File: src/rtl/adpll_pkg.sv
// Shared definitions for the ADPLL gear controller: state encoding,
// gear index width and a constant-foldable ceil(log2) helper.
package adpll_pkg;

   typedef enum logic [1:0] {
      SEEK   = 2'd0,
      SETTLE = 2'd1,
      LOCKED = 2'd2
   } state_t;

   localparam int GEAR_W = 2;

   function automatic int clog2(input int n);
      int r;
      int v;
      r = 0;
      v = n - 1;
      while (v > 0) begin
         r = r + 1;
         v = v >> 1;
      end
      return r;
   endfunction

endpackage

File: src/rtl/adpll_gear_ctrl_err_window.sv
// Observation window: free-running window counter plus saturating
// phase-error accumulator; latches the completed window's count at wend.
module err_window
   import adpll_pkg::*;
#(
   parameter int WIN_LEN = 256,
   parameter int ERR_W   = 8
) (
   input  logic             clk,
   input  logic             rst,
   input  logic             freeze,
   input  logic             pd_err,
   output logic             wend,
   output logic [ERR_W-1:0] err_sum,
   output logic [ERR_W-1:0] win_err
);

   localparam int                WCNT_W  = clog2(WIN_LEN);
   localparam logic [WCNT_W-1:0] WCNT_TC = WCNT_W'(WIN_LEN - 1);

   logic [WCNT_W-1:0] wcnt_q, wcnt_d;
   logic [ERR_W-1:0]  acc_q, acc_d;
   logic [ERR_W-1:0]  win_err_q, win_err_d;
   logic [ERR_W:0]    sum_ext;

   always_comb begin
      sum_ext   = {1'b0, acc_q} + {{ERR_W{1'b0}}, pd_err};
      err_sum   = sum_ext[ERR_W] ? '1 : sum_ext[ERR_W-1:0];
      wend      = ~freeze & (wcnt_q == WCNT_TC);
      wcnt_d    = wcnt_q;
      acc_d     = acc_q;
      win_err_d = win_err_q;
      if (!freeze) begin
         if (wend) begin
            // The final cycle's pd_err is folded into the reported count.
            wcnt_d    = '0;
            acc_d     = '0;
            win_err_d = err_sum;
         end else begin
            wcnt_d = wcnt_q + 1'b1;
            acc_d  = err_sum;
         end
      end
   end

   always_ff @(posedge clk or negedge rst) begin
      if (!rst) begin
         wcnt_q    <= '0;
         acc_q     <= '0;
         win_err_q <= '0;
      end else begin
         wcnt_q    <= wcnt_d;
         acc_q     <= acc_d;
         win_err_q <= win_err_d;
      end
   end

   assign win_err = win_err_q;

endmodule

File: src/rtl/adpll_gear_ctrl.sv
// ADPLL loop-bandwidth controller: steps the loop-filter gear from
// per-window phase-error counts and declares lock at the top gear.
//   state  | meaning
//   SEEK   | evaluate windows; climb gear on good runs, drop one on a bad window
//   SETTLE | ignore SETTLE_WINS window ends after a gear change
//   LOCKED | top gear reached; BAD_WINS bad windows in a row force relock
module adpll_gear_ctrl
   import adpll_pkg::*;
#(
   parameter int WIN_LEN     = 256,
   parameter int ERR_W       = 8,
   parameter int LOCK_THR    = 8,
   parameter int UNLOCK_THR  = 32,
   parameter int GOOD_WINS   = 4,
   parameter int BAD_WINS    = 2,
   parameter int SETTLE_WINS = 1,
   parameter int GEAR_MAX    = 3
) (
   input  logic              clk,
   input  logic              rst,
   input  logic              pd_err,
   input  logic              freeze,
   output logic [GEAR_W-1:0] gear,
   output logic              gear_chg,
   output logic              locked,
   output logic [1:0]        state,
   output logic [ERR_W-1:0]  win_err
);

   localparam int                GOOD_W   = clog2(GOOD_WINS + 2);
   localparam int                BAD_W    = clog2(BAD_WINS + 2);
   localparam int                SET_W    = clog2(SETTLE_WINS + 2);
   localparam logic [GOOD_W-1:0] GOOD_TC  = GOOD_W'(GOOD_WINS);
   localparam logic [BAD_W-1:0]  BAD_TC   = BAD_W'(BAD_WINS);
   localparam logic [SET_W-1:0]  SET_LOAD = SET_W'(SETTLE_WINS);
   localparam logic [GEAR_W-1:0] GEAR_TOP = GEAR_W'(GEAR_MAX);
   // With no settle windows a gear change lands straight back in SEEK.
   localparam state_t            SETTLE_ENTRY = (SETTLE_WINS == 0) ? SEEK : SETTLE;

   logic              wend;
   logic [ERR_W-1:0]  err_sum;
   logic              win_good, win_bad;
   state_t            state_q, state_d;
   logic [GEAR_W-1:0] gear_q, gear_d;
   logic              gear_chg_q, gear_chg_d;
   logic [GOOD_W-1:0] good_cnt_q, good_cnt_d;
   logic [BAD_W-1:0]  bad_cnt_q, bad_cnt_d;
   logic [SET_W-1:0]  settle_cnt_q, settle_cnt_d;

   err_window #(
      .WIN_LEN (WIN_LEN),
      .ERR_W   (ERR_W)
   ) u_win (
      .clk     (clk),
      .rst     (rst),
      .freeze  (freeze),
      .pd_err  (pd_err),
      .wend    (wend),
      .err_sum (err_sum),
      .win_err (win_err)
   );

   assign win_good = (int'(err_sum) <= LOCK_THR);
   assign win_bad  = (int'(err_sum) >  UNLOCK_THR);

   always_comb begin
      state_d      = state_q;
      gear_d       = gear_q;
      gear_chg_d   = 1'b0;
      good_cnt_d   = good_cnt_q;
      bad_cnt_d    = bad_cnt_q;
      settle_cnt_d = settle_cnt_q;
      if (wend) begin
         case (state_q)
            SEEK: begin
               if (win_good) begin
                  if (good_cnt_q + 1'b1 == GOOD_TC) begin
                     good_cnt_d = '0;
                     if (gear_q != GEAR_TOP) begin
                        gear_d       = gear_q + 1'b1;
                        gear_chg_d   = 1'b1;
                        state_d      = SETTLE_ENTRY;
                        settle_cnt_d = SET_LOAD;
                     end else begin
                        state_d   = LOCKED;
                        bad_cnt_d = '0;
                     end
                  end else begin
                     good_cnt_d = good_cnt_q + 1'b1;
                  end
               end else if (win_bad && (gear_q != '0)) begin
                  gear_d       = gear_q - 1'b1;
                  gear_chg_d   = 1'b1;
                  good_cnt_d   = '0;
                  state_d      = SETTLE_ENTRY;
                  settle_cnt_d = SET_LOAD;
               end else begin
                  good_cnt_d = '0;
               end
            end
            SETTLE: begin
               if (settle_cnt_q > SET_W'(1)) begin
                  settle_cnt_d = settle_cnt_q - 1'b1;
               end else begin
                  settle_cnt_d = '0;
                  state_d      = SEEK;
               end
            end
            LOCKED: begin
               if (win_bad) begin
                  if (bad_cnt_q + 1'b1 == BAD_TC) begin
                     bad_cnt_d    = '0;
                     gear_d       = '0;
                     gear_chg_d   = (gear_q != '0);
                     good_cnt_d   = '0;
                     state_d      = SETTLE_ENTRY;
                     settle_cnt_d = SET_LOAD;
                  end else begin
                     bad_cnt_d = bad_cnt_q + 1'b1;
                  end
               end else begin
                  bad_cnt_d = '0;
               end
            end
            default: state_d = SEEK;
         endcase
      end
   end

   always_ff @(posedge clk or negedge rst) begin
      if (!rst) begin
         state_q      <= SEEK;
         gear_q       <= '0;
         gear_chg_q   <= 1'b0;
         good_cnt_q   <= '0;
         bad_cnt_q    <= '0;
         settle_cnt_q <= '0;
      end else begin
         state_q      <= state_d;
         gear_q       <= gear_d;
         gear_chg_q   <= gear_chg_d;
         good_cnt_q   <= good_cnt_d;
         bad_cnt_q    <= bad_cnt_d;
         settle_cnt_q <= settle_cnt_d;
      end
   end

   assign gear     = gear_q;
   assign gear_chg = gear_chg_q & ~freeze;
   assign locked   = (state_q == LOCKED);
   assign state    = state_q;

endmodule

File: config.mk
export PLATFORM = sky130hd
export DESIGN_NAME = adpll_gear_ctrl
export DESIGN_NICKNAME = d
export VERILOG_FILES = /design/src/rtl/adpll_pkg.sv /design/src/rtl/adpll_gear_ctrl_err_window.sv /design/src/rtl/adpll_gear_ctrl.sv
export SDC_FILE = /design/constraint.sdc
export NUM_CORES = 1
export LEC_CHECK = 0
export CORE_MARGIN = 2
export CORE_UTILIZATION = 40
export CTS_CLUSTER_DIAMETER = 50
export CTS_CLUSTER_SIZE = 12
export DETAILED_ROUTE_END_ITERATION = 10
export SLEW_MARGIN = 20
export SYNTH_ARGS = -nofsm -noshare
export SYNTH_HDL_FRONTEND = slang
export SYNTH_SLANG_ARGS = --single-unit
File: constraint.sdc
create_clock -name clk -period 2.75 [get_ports clk]
set_input_delay 0.825 -clock clk [delete_from_list [all_inputs] [get_ports clk]]
set_output_delay 0.825 -clock clk [all_outputs]
set_load 0.01 [all_outputs]
==> qor.yml <==
status: "finished, final reports clean"
grt_max_degree: 37
dp_hpwl_um: 3510
pre_cts_ws_ns: -0.691
drv_cap: 0
synth.distinct_cells: 53
syn_area_um2: 2180
route.vias.total: 1821
gp_congestion: 0.825
synth_ff_type: "dfrtp_1"
rsz0062_at_grt: "yes"
holdWs_ns: 0.470
hp-class: "flip-flop to flip-flop"
required_ns: 2.93
place_area_um2: 2640
dp.cells: 340
yosysSeqAreaShare: 0.413
drv_slew: 0
ys_warn_count: 0
yosys-top-cells-area: "dfrtp_1, ha_1, nor2_1, nand2_1, xnor2_1"
dieArea_um2: 6070
clk_pin_slew_ns: 0.08
root_buffer: "clkbuf_8"
start_kind: "input port"
final_antenna_net_count: 0
fin_area_um2: 2770
cts_num_sinks: 36
syn_nets: 245
rr_startpoint: "u_win.acc_q[0]"
setup_viol: 0
cts_buffers: 5
leakage_nw: 1.22
cp-end-kind: "flip-flop"
worstSkewPairLatency_ns: 0.29
fin_ws_ns: 0.0426
antennaDiodeCount: 0
ys_ff_latch: 36
wl_per_cell_um: 13.5
start_util: 0.422
min_from: "u_win.win_err[4]"
dr.pass1.iters: 4
yosys.area.top_type_share: 0.413
ys_async_sr_fraction: 1.00
drt_wl_total_um: 4740
vias_per_cell: 5.20
tns_ns: 0
drc: 0
grt_pass1_wl_um: 8000
core_area_um2: 5170
io_pins: 18
clk_path_buf_depth: 2
maxSlewHeadroom: 0.451
grt.overflow.total: 0
synth_cells: 233
critPathArrivalTime_ns: 2.89
pwr_density_cell_nw_per_um2: 600
crit_type: "input port to flip-flop"
multi_input_area_um2: 1230
antenna_found_initial: 0
path_max_fanout: 3
final_cell_mix: "dfrtp_1, buf_4, nor2_1"
min_period_ns: 2.71
die_h_um: 77.9
register_area_um2: 901
htreeDepth: 2
final_cells: 350
finalPower_mw: 1.66
cts_tree: "yes"
yosys.area.top_type: "dfrtp_1"
hold_viol: 0
startpoint: "pd_err"
nets: 291
synth_edf_count: 0
worst_pin_slew_ns: 0.824
avgSynthCellArea_um2: 9.37
fin_crit_sh: 0.985
grt_usage: 0.167
fillerInstances: 478
rows: 26
holdBufCountCts: 0
utilization: 0.536
first_iter_violations: 89
skew_ns: 0.00771
max_freq_mhz: 369
syn_to_final_growth_pct: 27.0
grt_pass1_vias: 1681
die_x_um: 77.9
ir_worst_vdd_uv: 349
final_common_cell: "dfrtp_1"
portBuffers: 17
drive_gt1_frac: 0.250
[logic make-up after synthesis]
group / synth area share
AND/OR/NAND/NOR: 0.239
AO/OA/AOI/OAI: 0.190
flip-flops: 0.413
buffers and inverters: 0.0413
XOR/XNOR: 0.0321
adder cells (fa/ha/maj): 0.0458
multiplexers: 0.0390
[cell usage after synthesis (all sizes together) (2+ instances only)]
library cell	number
inv	7
nor3	9
dfrtp	36
nand2b	3
ha	8
nor2	24
nand3	12
buf	4
nor4b	2
o31ai	6
a31o	2
and2	3
o21a	5
o22ai	2
nand2	24
o21ai	14
or2	4
nor2b	6
a21oi	5
o211ai	4
xnor2	8
nand4	2
clkbuf	7
and3	4
a31oi	8
mux2	6
o22a	3
[final timing paths]
check,to,slack (ns),cells after the start
max in group asynchronous,bad_cnt_q[1],1.60,1
worst max register to register,settle_cnt_q[0],0.24,9
worst min register to register,u_win.win_err[4],0.47,2
worst min-delay path,u_win.win_err[4],0.47,2
min in group asynchronous,u_win.acc_q[3],0.63,1
worst max-delay path,settle_cnt_q[0],0.04,10
[sequential cells by signal (all words and copies together) (netlist names)]
register,flops
gear,2
good_cnt_q,3
bad_cnt_q,2
state,2
u_win.acc_q,8
u_win.win_err,8
gear_chg_q,1
u_win.wcnt_q,8
settle_cnt_q,2
[report_power, final]
part           total, mW  switching, mW  internal (mW)  leakage (nW)
registers          0.729          0.123          0.605         0.463
clock network      0.470          0.202          0.268        0.0541
logic              0.466          0.206          0.260         0.702
[cell type report]
class,count,area share
timing repair buffer,50,0.149
clock inverter,3,0.0153
tap,70,0.0316
inverter,7,0.00947
multi-input combinational,179,0.445
clock buffer,5,0.0248
sequential,36,0.325
[critical path, stage by stage]
cell and delay [ns]:
buf_6 0.09, ha_4 0.15, ha_4 0.21, or2_4 0.22, or2b_1 0.25, a221oi_4 0.31
nand3_1 0.13, a32oi_2 0.25, o211ai_2 0.14, mux2_4 0.31
[repair_timing]
action,CTS,global route
gates resized for setup,5,3
endpoints found under the hold margin,0,0
endpoints found under the setup margin,13,4
pin swaps,5,3
setup buffers,1,1
[per-layer routing]
metal | share of wire | vias up | track usage | routed length [um]
li1 | - | 932 | - | -
met1 | 0.52 | 856 | 0.232 | 2450
met2 | 0.44 | 27 | 0.252 | 2080
met3 | 0.031 | 6 | 0.0337 | 149
met4 | 0.012 | 0 | 0.0714 | 57
met5 | 0 | - | 0 | 0
Power figures use the tool's default switching activity.
